`src/rtl/pwm_reg_bank.sv`:
```
// PWM register bank: shadow duty/enable registers written over the register
// port, copied to the active registers either immediately or at the next PWM
// period boundary, under control of a small commit state machine.
//
// Register port handshake: a write is a single-cycle writeEn strobe with addr
// and dataIn valid in the same cycle; there is no backpressure. Every cycle is
// also an implicit read of addr, answered on dataOut one cycle later.
module pwm_reg_bank #(
   parameter int NUM_CH = 4,
   parameter int DUTY_W = 8
) (
   input  logic                  clk,
   input  logic                  rst,
   input  logic [7:0]            addr,
   input  logic [7:0]            dataIn,
   input  logic                  writeEn,
   output logic [7:0]            dataOut,
   input  logic                  periodEnd,
   output logic [NUM_CH*8-1:0]   dutyActive,
   output logic [NUM_CH-1:0]     chEnActive,
   output logic                  updated,
   output logic [1:0]            stateDbg
);

   // Elaboration-time parameter checks
   generate
      if (DUTY_W != 8) begin : g_bad_duty_w
         $error("pwm_reg_bank: DUTY_W must be 8");
      end
      if (NUM_CH < 1 || NUM_CH > 8) begin : g_bad_num_ch
         $error("pwm_reg_bank: NUM_CH must be in 1..8");
      end
   endgenerate

   localparam logic [7:0] ADDR_CTRL   = 8'h00;
   localparam logic [7:0] ADDR_STATUS = 8'h01;
   localparam logic [7:0] ADDR_ID     = 8'h02;
   localparam logic [7:0] ADDR_EN_SH  = 8'h03;
   localparam logic [3:0] CH_COUNT    = 4'(NUM_CH);

   typedef enum logic [1:0] {
      IDLE    = 2'd0,
      PENDING = 2'd1,
      COPY    = 2'd2
   } commitState_t;

   commitState_t state;
   commitState_t nextState;

   logic                  ctrlLock;
   logic                  ctrlImm;
   logic                  overrun;
   logic [NUM_CH-1:0]     enSh;
   logic [NUM_CH*8-1:0]   dutySh;

   logic                  ctrlWr;
   logic                  statusWr;
   logic                  commitWr;
   logic                  shadowWrOk;
   logic                  copyNow;
   logic                  pendingFlag;
   logic                  overrunSet;
   logic [7:0]            readData;

   // Write strobes decoded from the register port
   always_comb begin
      ctrlWr     = writeEn && (addr == ADDR_CTRL);
      statusWr   = writeEn && (addr == ADDR_STATUS);
      commitWr   = ctrlWr && dataIn[0];
      shadowWrOk = writeEn && !ctrlLock;
   end

   // Commit FSM: state register
   always_ff @(posedge clk or posedge rst) begin
      if (rst) begin
         state <= IDLE;
      end else begin
         state <= nextState;
      end
   end

   // Commit FSM: next state; periodEnd only matters while PENDING
   always_comb begin
      nextState = state;
      case (state)
         IDLE: begin
            if (commitWr) begin
               nextState = dataIn[2] ? COPY : PENDING;
            end
         end
         PENDING: begin
            if (periodEnd) begin
               nextState = COPY;
            end
         end
         COPY: begin
            nextState = IDLE;
         end
         default: begin
            nextState = IDLE;
         end
      endcase
   end

   // Commit FSM: decoded outputs
   always_comb begin
      copyNow     = (state == COPY);
      pendingFlag = (state != IDLE);
      overrunSet  = commitWr && (state != IDLE);
      stateDbg    = state;
   end

   // CTRL and STATUS; an OVERRUN set beats a simultaneous W1C clear
   always_ff @(posedge clk or posedge rst) begin
      if (rst) begin
         ctrlLock <= 1'b0;
         ctrlImm  <= 1'b0;
         overrun  <= 1'b0;
      end else begin
         if (ctrlWr) begin
            ctrlLock <= dataIn[1];
            ctrlImm  <= dataIn[2];
         end
         if (overrunSet) begin
            overrun <= 1'b1;
         end else if (statusWr && dataIn[1]) begin
            overrun <= 1'b0;
         end
      end
   end

   // Shadow registers, frozen while LOCK is set
   always_ff @(posedge clk or posedge rst) begin
      if (rst) begin
         enSh   <= '0;
         dutySh <= '0;
      end else begin
         if (shadowWrOk && (addr == ADDR_EN_SH)) begin
            enSh <= dataIn[NUM_CH-1:0];
         end
         for (int n = 0; n < NUM_CH; n++) begin
            if (shadowWrOk && (addr == 8'(16 + n))) begin
               dutySh[8*n +: 8] <= dataIn;
            end
         end
      end
   end

   // Active registers: copied from the pre-edge shadow values in COPY
   always_ff @(posedge clk or posedge rst) begin
      if (rst) begin
         dutyActive <= '0;
         chEnActive <= '0;
         updated    <= 1'b0;
      end else begin
         updated <= copyNow;
         if (copyNow) begin
            dutyActive <= dutySh;
            chEnActive <= enSh;
         end
      end
   end

   // Read mux; unmapped addresses and out-of-range channels read zero
   always_comb begin
      readData = 8'h00;
      case (addr)
         ADDR_CTRL:   readData = {5'b0, ctrlImm, ctrlLock, 1'b0};
         ADDR_STATUS: readData = {6'b0, overrun, pendingFlag};
         ADDR_ID:     readData = {4'hA, CH_COUNT};
         ADDR_EN_SH:  readData[NUM_CH-1:0] = enSh;
         default: begin
            for (int n = 0; n < NUM_CH; n++) begin
               if (addr == 8'(16 + n)) begin
                  readData = dutySh[8*n +: 8];
               end
               if (addr == 8'(32 + n)) begin
                  readData = dutyActive[8*n +: 8];
               end
            end
         end
      endcase
   end

   // Registered read data, one cycle after the address is sampled
   always_ff @(posedge clk or posedge rst) begin
      if (rst) begin
         dataOut <= 8'h00;
      end else begin
         dataOut <= readData;
      end
   end

endmodule

```
`config.mk`:
```
export PLATFORM = sky130hd
export DESIGN_NAME = pwm_reg_bank
export DESIGN_NICKNAME = d
export VERILOG_FILES = /design/src/rtl/pwm_reg_bank.sv
export SDC_FILE = /design/constraint.sdc
export NUM_CORES = 1
export LEC_CHECK = 0
export BUFFER_PORTS_ARGS = -buffer_cell sky130_fd_sc_hd__buf_2
export CAP_MARGIN = 20
export CORE_MARGIN = 8
export CORE_UTILIZATION = 45
export CTS_CLUSTER_SIZE = 8
export DETAILED_ROUTE_END_ITERATION = 10
export PLACE_DENSITY = 0.69
export SKIP_CTS_REPAIR_TIMING = 1
export SYNTH_ARGS = -nofsm -noshare
export SYNTH_HDL_FRONTEND = slang
export SYNTH_SLANG_ARGS = --single-unit
export TNS_END_PERCENT = 100
```
`constraint.sdc`:
```
create_clock -name clk -period 3.7 [get_ports clk]
set_input_delay 1.11 -clock clk [delete_from_list [all_inputs] [get_ports clk]]
set_output_delay 1.11 -clock clk [all_outputs]
set_load 0.02 [all_outputs]
```
==> reports/results.md <==
| Result | This run |
| --- | --- |
| Outcome | completed |
| Die W | 112 µm |
| Share of the clock period used by the worst path after layout | 72.1% |
| Largest cells by area after synthesis | sky130_fd_sc_hd__dfrtp_1 (52%), sky130_fd_sc_hd__mux2_2 (18%), sky130_fd_sc_hd__o21ai_0 (3.6%) |
| Leakage dissipation | 0.00241 µW |
| Share of the synthesized area in compound gates (AO/OA/AOI/OAI) | 12.1% |
| Maximum number of pins on one net before global-route repair | 38 |
| Vias | 3306 |
| Final HPWL DP | 8.33 mm |
| Sequential standard cell area | 0.00215 mm² |
| Mean post-synth cell area | 12.0 µm² |
| Endpoint type of the worst setup path | register |
| Weighted congestion reported at the end of routability-driven placement | 0.925 |
| Setup repair after global routing missed its margin | no |
| Worst hold-check path type | reg2reg |
| Number of enable flip-flop cells after synthesis | 0 |
| Count of endpoints failing hold in the final timing report | 0 |
| Residual DRC count | 0 |
| Most used standard cell by instance count after synthesis | sky130_fd_sc_hd__dfrtp_1 |
| First-pass GRT wire length | 19.0 mm |
| Clock root buffer master | sky130_fd_sc_hd__clkbuf_8 |
| Number of synthesized register bits | 86 |
| Parity-gate share of the synthesized area counting xor and xnor cells | 0% |
| Count of max-cap constraint violations | 0 |
| Net total in the final layout | 436 |
| Warning count from the yosys run | 0 |
| Fraction of final layout cells sized beyond drive strength 1 | 42.9% |
| Post-Place Cells | 516 |
| Final cell utilization of the core | 53.2% |
| Dominant combinational cell family by area after synthesis | multiplexers |
| Final max-slew violation count | 0 |
| Synthesized Nets | 367 |
| Final setup violation count | 0 |
| Slew at the pin closest to its max-slew limit | 1.10 ns |
| Simple logic cell fraction of the synthesized area | 12.3% |
| Leftover overflow at the end of global routing | 0 |
| CTS sink count | 86 |
| Final ANT Viol Nets | 0 |
| Sequential fraction of the synthesis area | 51.5% |
| Via count normalized by instance count | 6.23 |
| Starting DRC count in detailed routing | 242 |
| Effective utilization at floorplan | 45.9% |
| # port buffers | 66 |
| Adder and majority gate portion of the synthesized area | 0% |
| CTS Buf Count | 9 |
| Count of different cell masters after synthesis | 52 |
| Peak VDD IR | 199 µV |
| Final critical-path required period | 2.67 ns |
| Clock tree buffer depth | 2 |
| Highest Clock Rate | 375 MHz |
| Final antenna diode count | 0 |
| Reg clk slew, reported paths | 0.08 ns |
| Placeable core region | 0.00911 mm² |
| I/O pin count | 67 |
| Synth-to-layout area growth | 16.0% |
| Number of instances in the synthesized netlist | 347 |
| Max transition margin | 26.2% |
| Setup TNS | 0 ns |
| Number of placement rows | 35 |
| Type of origin of the critical path | primary input |
| Antenna violations before repair | 0 |
| Insertion delay to the later sink of the worst-skew pair | 0.36 ns |
| Clock tree from TritonCTS | done |
| Share of the synthesized area in the top cell type | 51.5% |
| Mux contribution to synthesized area | 21.4% |
| Cell area power density | 376 mW/mm² |
| Largest driver fanout on the critical path | 11 |
| Vias in the first global route | 3432 |
| Number of H-tree levels | 3 |
| DIE HEIGHT | 112 µm |
| Worst slack on hold paths | 0.494 ns |
| Required time at the endpoint of the critical path | 3.95 ns |
| Drt wl/cell | 22.2 µm |
| Multi-input combinational cell area | 0.00192 mm² |
| Combined global-route utilization of all metal layers | 19.2% |
| Post-synthesis instance area | 0.00418 mm² |
| Max Clock Skew | 0.0105 ns |
| 1st-pass router iterations | 5 |
| CP arrival | 2.92 ns |
| Most numerous cell types in the synthesized netlist | sky130_fd_sc_hd__dfrtp_1 (86), sky130_fd_sc_hd__mux2_2 (67), sky130_fd_sc_hd__o21ai_0 (30) |
| Yosys top cell by area | sky130_fd_sc_hd__dfrtp_1 |
| Number of fillers in the final layout | 807 |
| Top flip-flop cell by instance count after synthesis | sky130_fd_sc_hd__dfrtp_1 |
| Count of non-filler cells in the finished layout | 531 |
| Async set-or-reset flop fraction in the synthesized netlist | 100% |
| Total routed wirelength | 11.8 mm |
| Full die area | 0.0126 mm² |
| Crit path kind | in2reg |
final timing paths:
check | start | endpoint | slack, ns | cells after the start
max in group asynchronous | rst | dutySh[0] | 2.20 | 3
min | overrun | overrun | 0.49 | 2
max | addr[5] | dutySh[3] | 1.03 | 5
min in group asynchronous | rst | dutySh[2] | 0.71 | 2
max reg2reg | stateDbg[0] | dutyActive[26] | 1.80 | 2
min reg2reg | overrun | overrun | 0.49 | 2
final cells by class:
class | count | share of cell area (%)
clock inverters | 4 | 1.50
inverters | 2 | 0.181
flip-flops and latches | 86 | 44.4
clock buffers | 11 | 2.71
repair buffers | 78 | 8.68
well taps | 111 | 2.87
multi-input cells | 239 | 39.6
flip-flops by register name, summed over array words and instances, names as in the netlist:
register and flops:
ctrlLock 1, dutyActive 32, stateDbg 2, chEnActive 4, enSh 4, ctrlImm 1, overrun 1, dataOut 8
updated 1, dutySh 32
critical path: stages:
cell	delay, ns
sky130_fd_sc_hd__buf_2	0.18
sky130_fd_sc_hd__or4b_4	0.62
sky130_fd_sc_hd__nor3_4	0.20
sky130_fd_sc_hd__nand2b_1	0.37
sky130_fd_sc_hd__mux2_4	0.42
stage by stage:
stage	power, µW	instance area, µm²	setup WS, ns
2_1_floorplan	1080	4180	0.368
5_1_grt	1900	4840	0.957
6_report	1820	4840	1.03
4_1_cts	1830	4840	1.04
3_3_place_gp	1130	4640	0.706
3_5_place_dp	1140	4640	0.648
layout by cell type, fill, tap and decap left out, drive strengths merged, types with 3 or more instances in the layout:
cell    netlist  routed
a22oi         5       5
or3           3       3
nor2         10      10
o21ai        30      30
and3          3       3
buf          11      78
clkbuf        9      11
a211oi        3       3
nor4b         4       4
nand2        22      22
a221oi        4       4
nor2b         3       3
a21oi        14      14
nand2b        5       5
nand3        14      14
nand4         4       4
a221o         3       3
mux2         75      75
nor3          5       5
dfrtp        86      86
kinds of logic (layout without fill, tap and decap cells):
group | count (synthesis) | count (layout)
buffers and inverters | 22 | 95
AO/OA/AOI/OAI | 79 | 79
multiplexers | 77 | 77
flip-flops | 86 | 86
AND/OR/NAND/NOR | 83 | 83
where the power goes:
group	leakage, µW	switching [µW]	internal (µW)	total [µW]
clock network	0.0000994	326	376	702
logic	0.00112	90.1	49.9	140
registers	0.00119	17.9	961	979
total	0.00241	434	1390	1820
metal layers:
layer | up-vias | wire (µm) | track usage (%)
met4 | 0 | 388 | 7.37
met3 | 41 | 1050 | 5.96
met2 | 180 | 5540 | 30.2
met1 | 1645 | 4840 | 24.3
li1 | 1440 | - | -
met5 | - | 0 | 0
(Power assumes the default switching activity.)
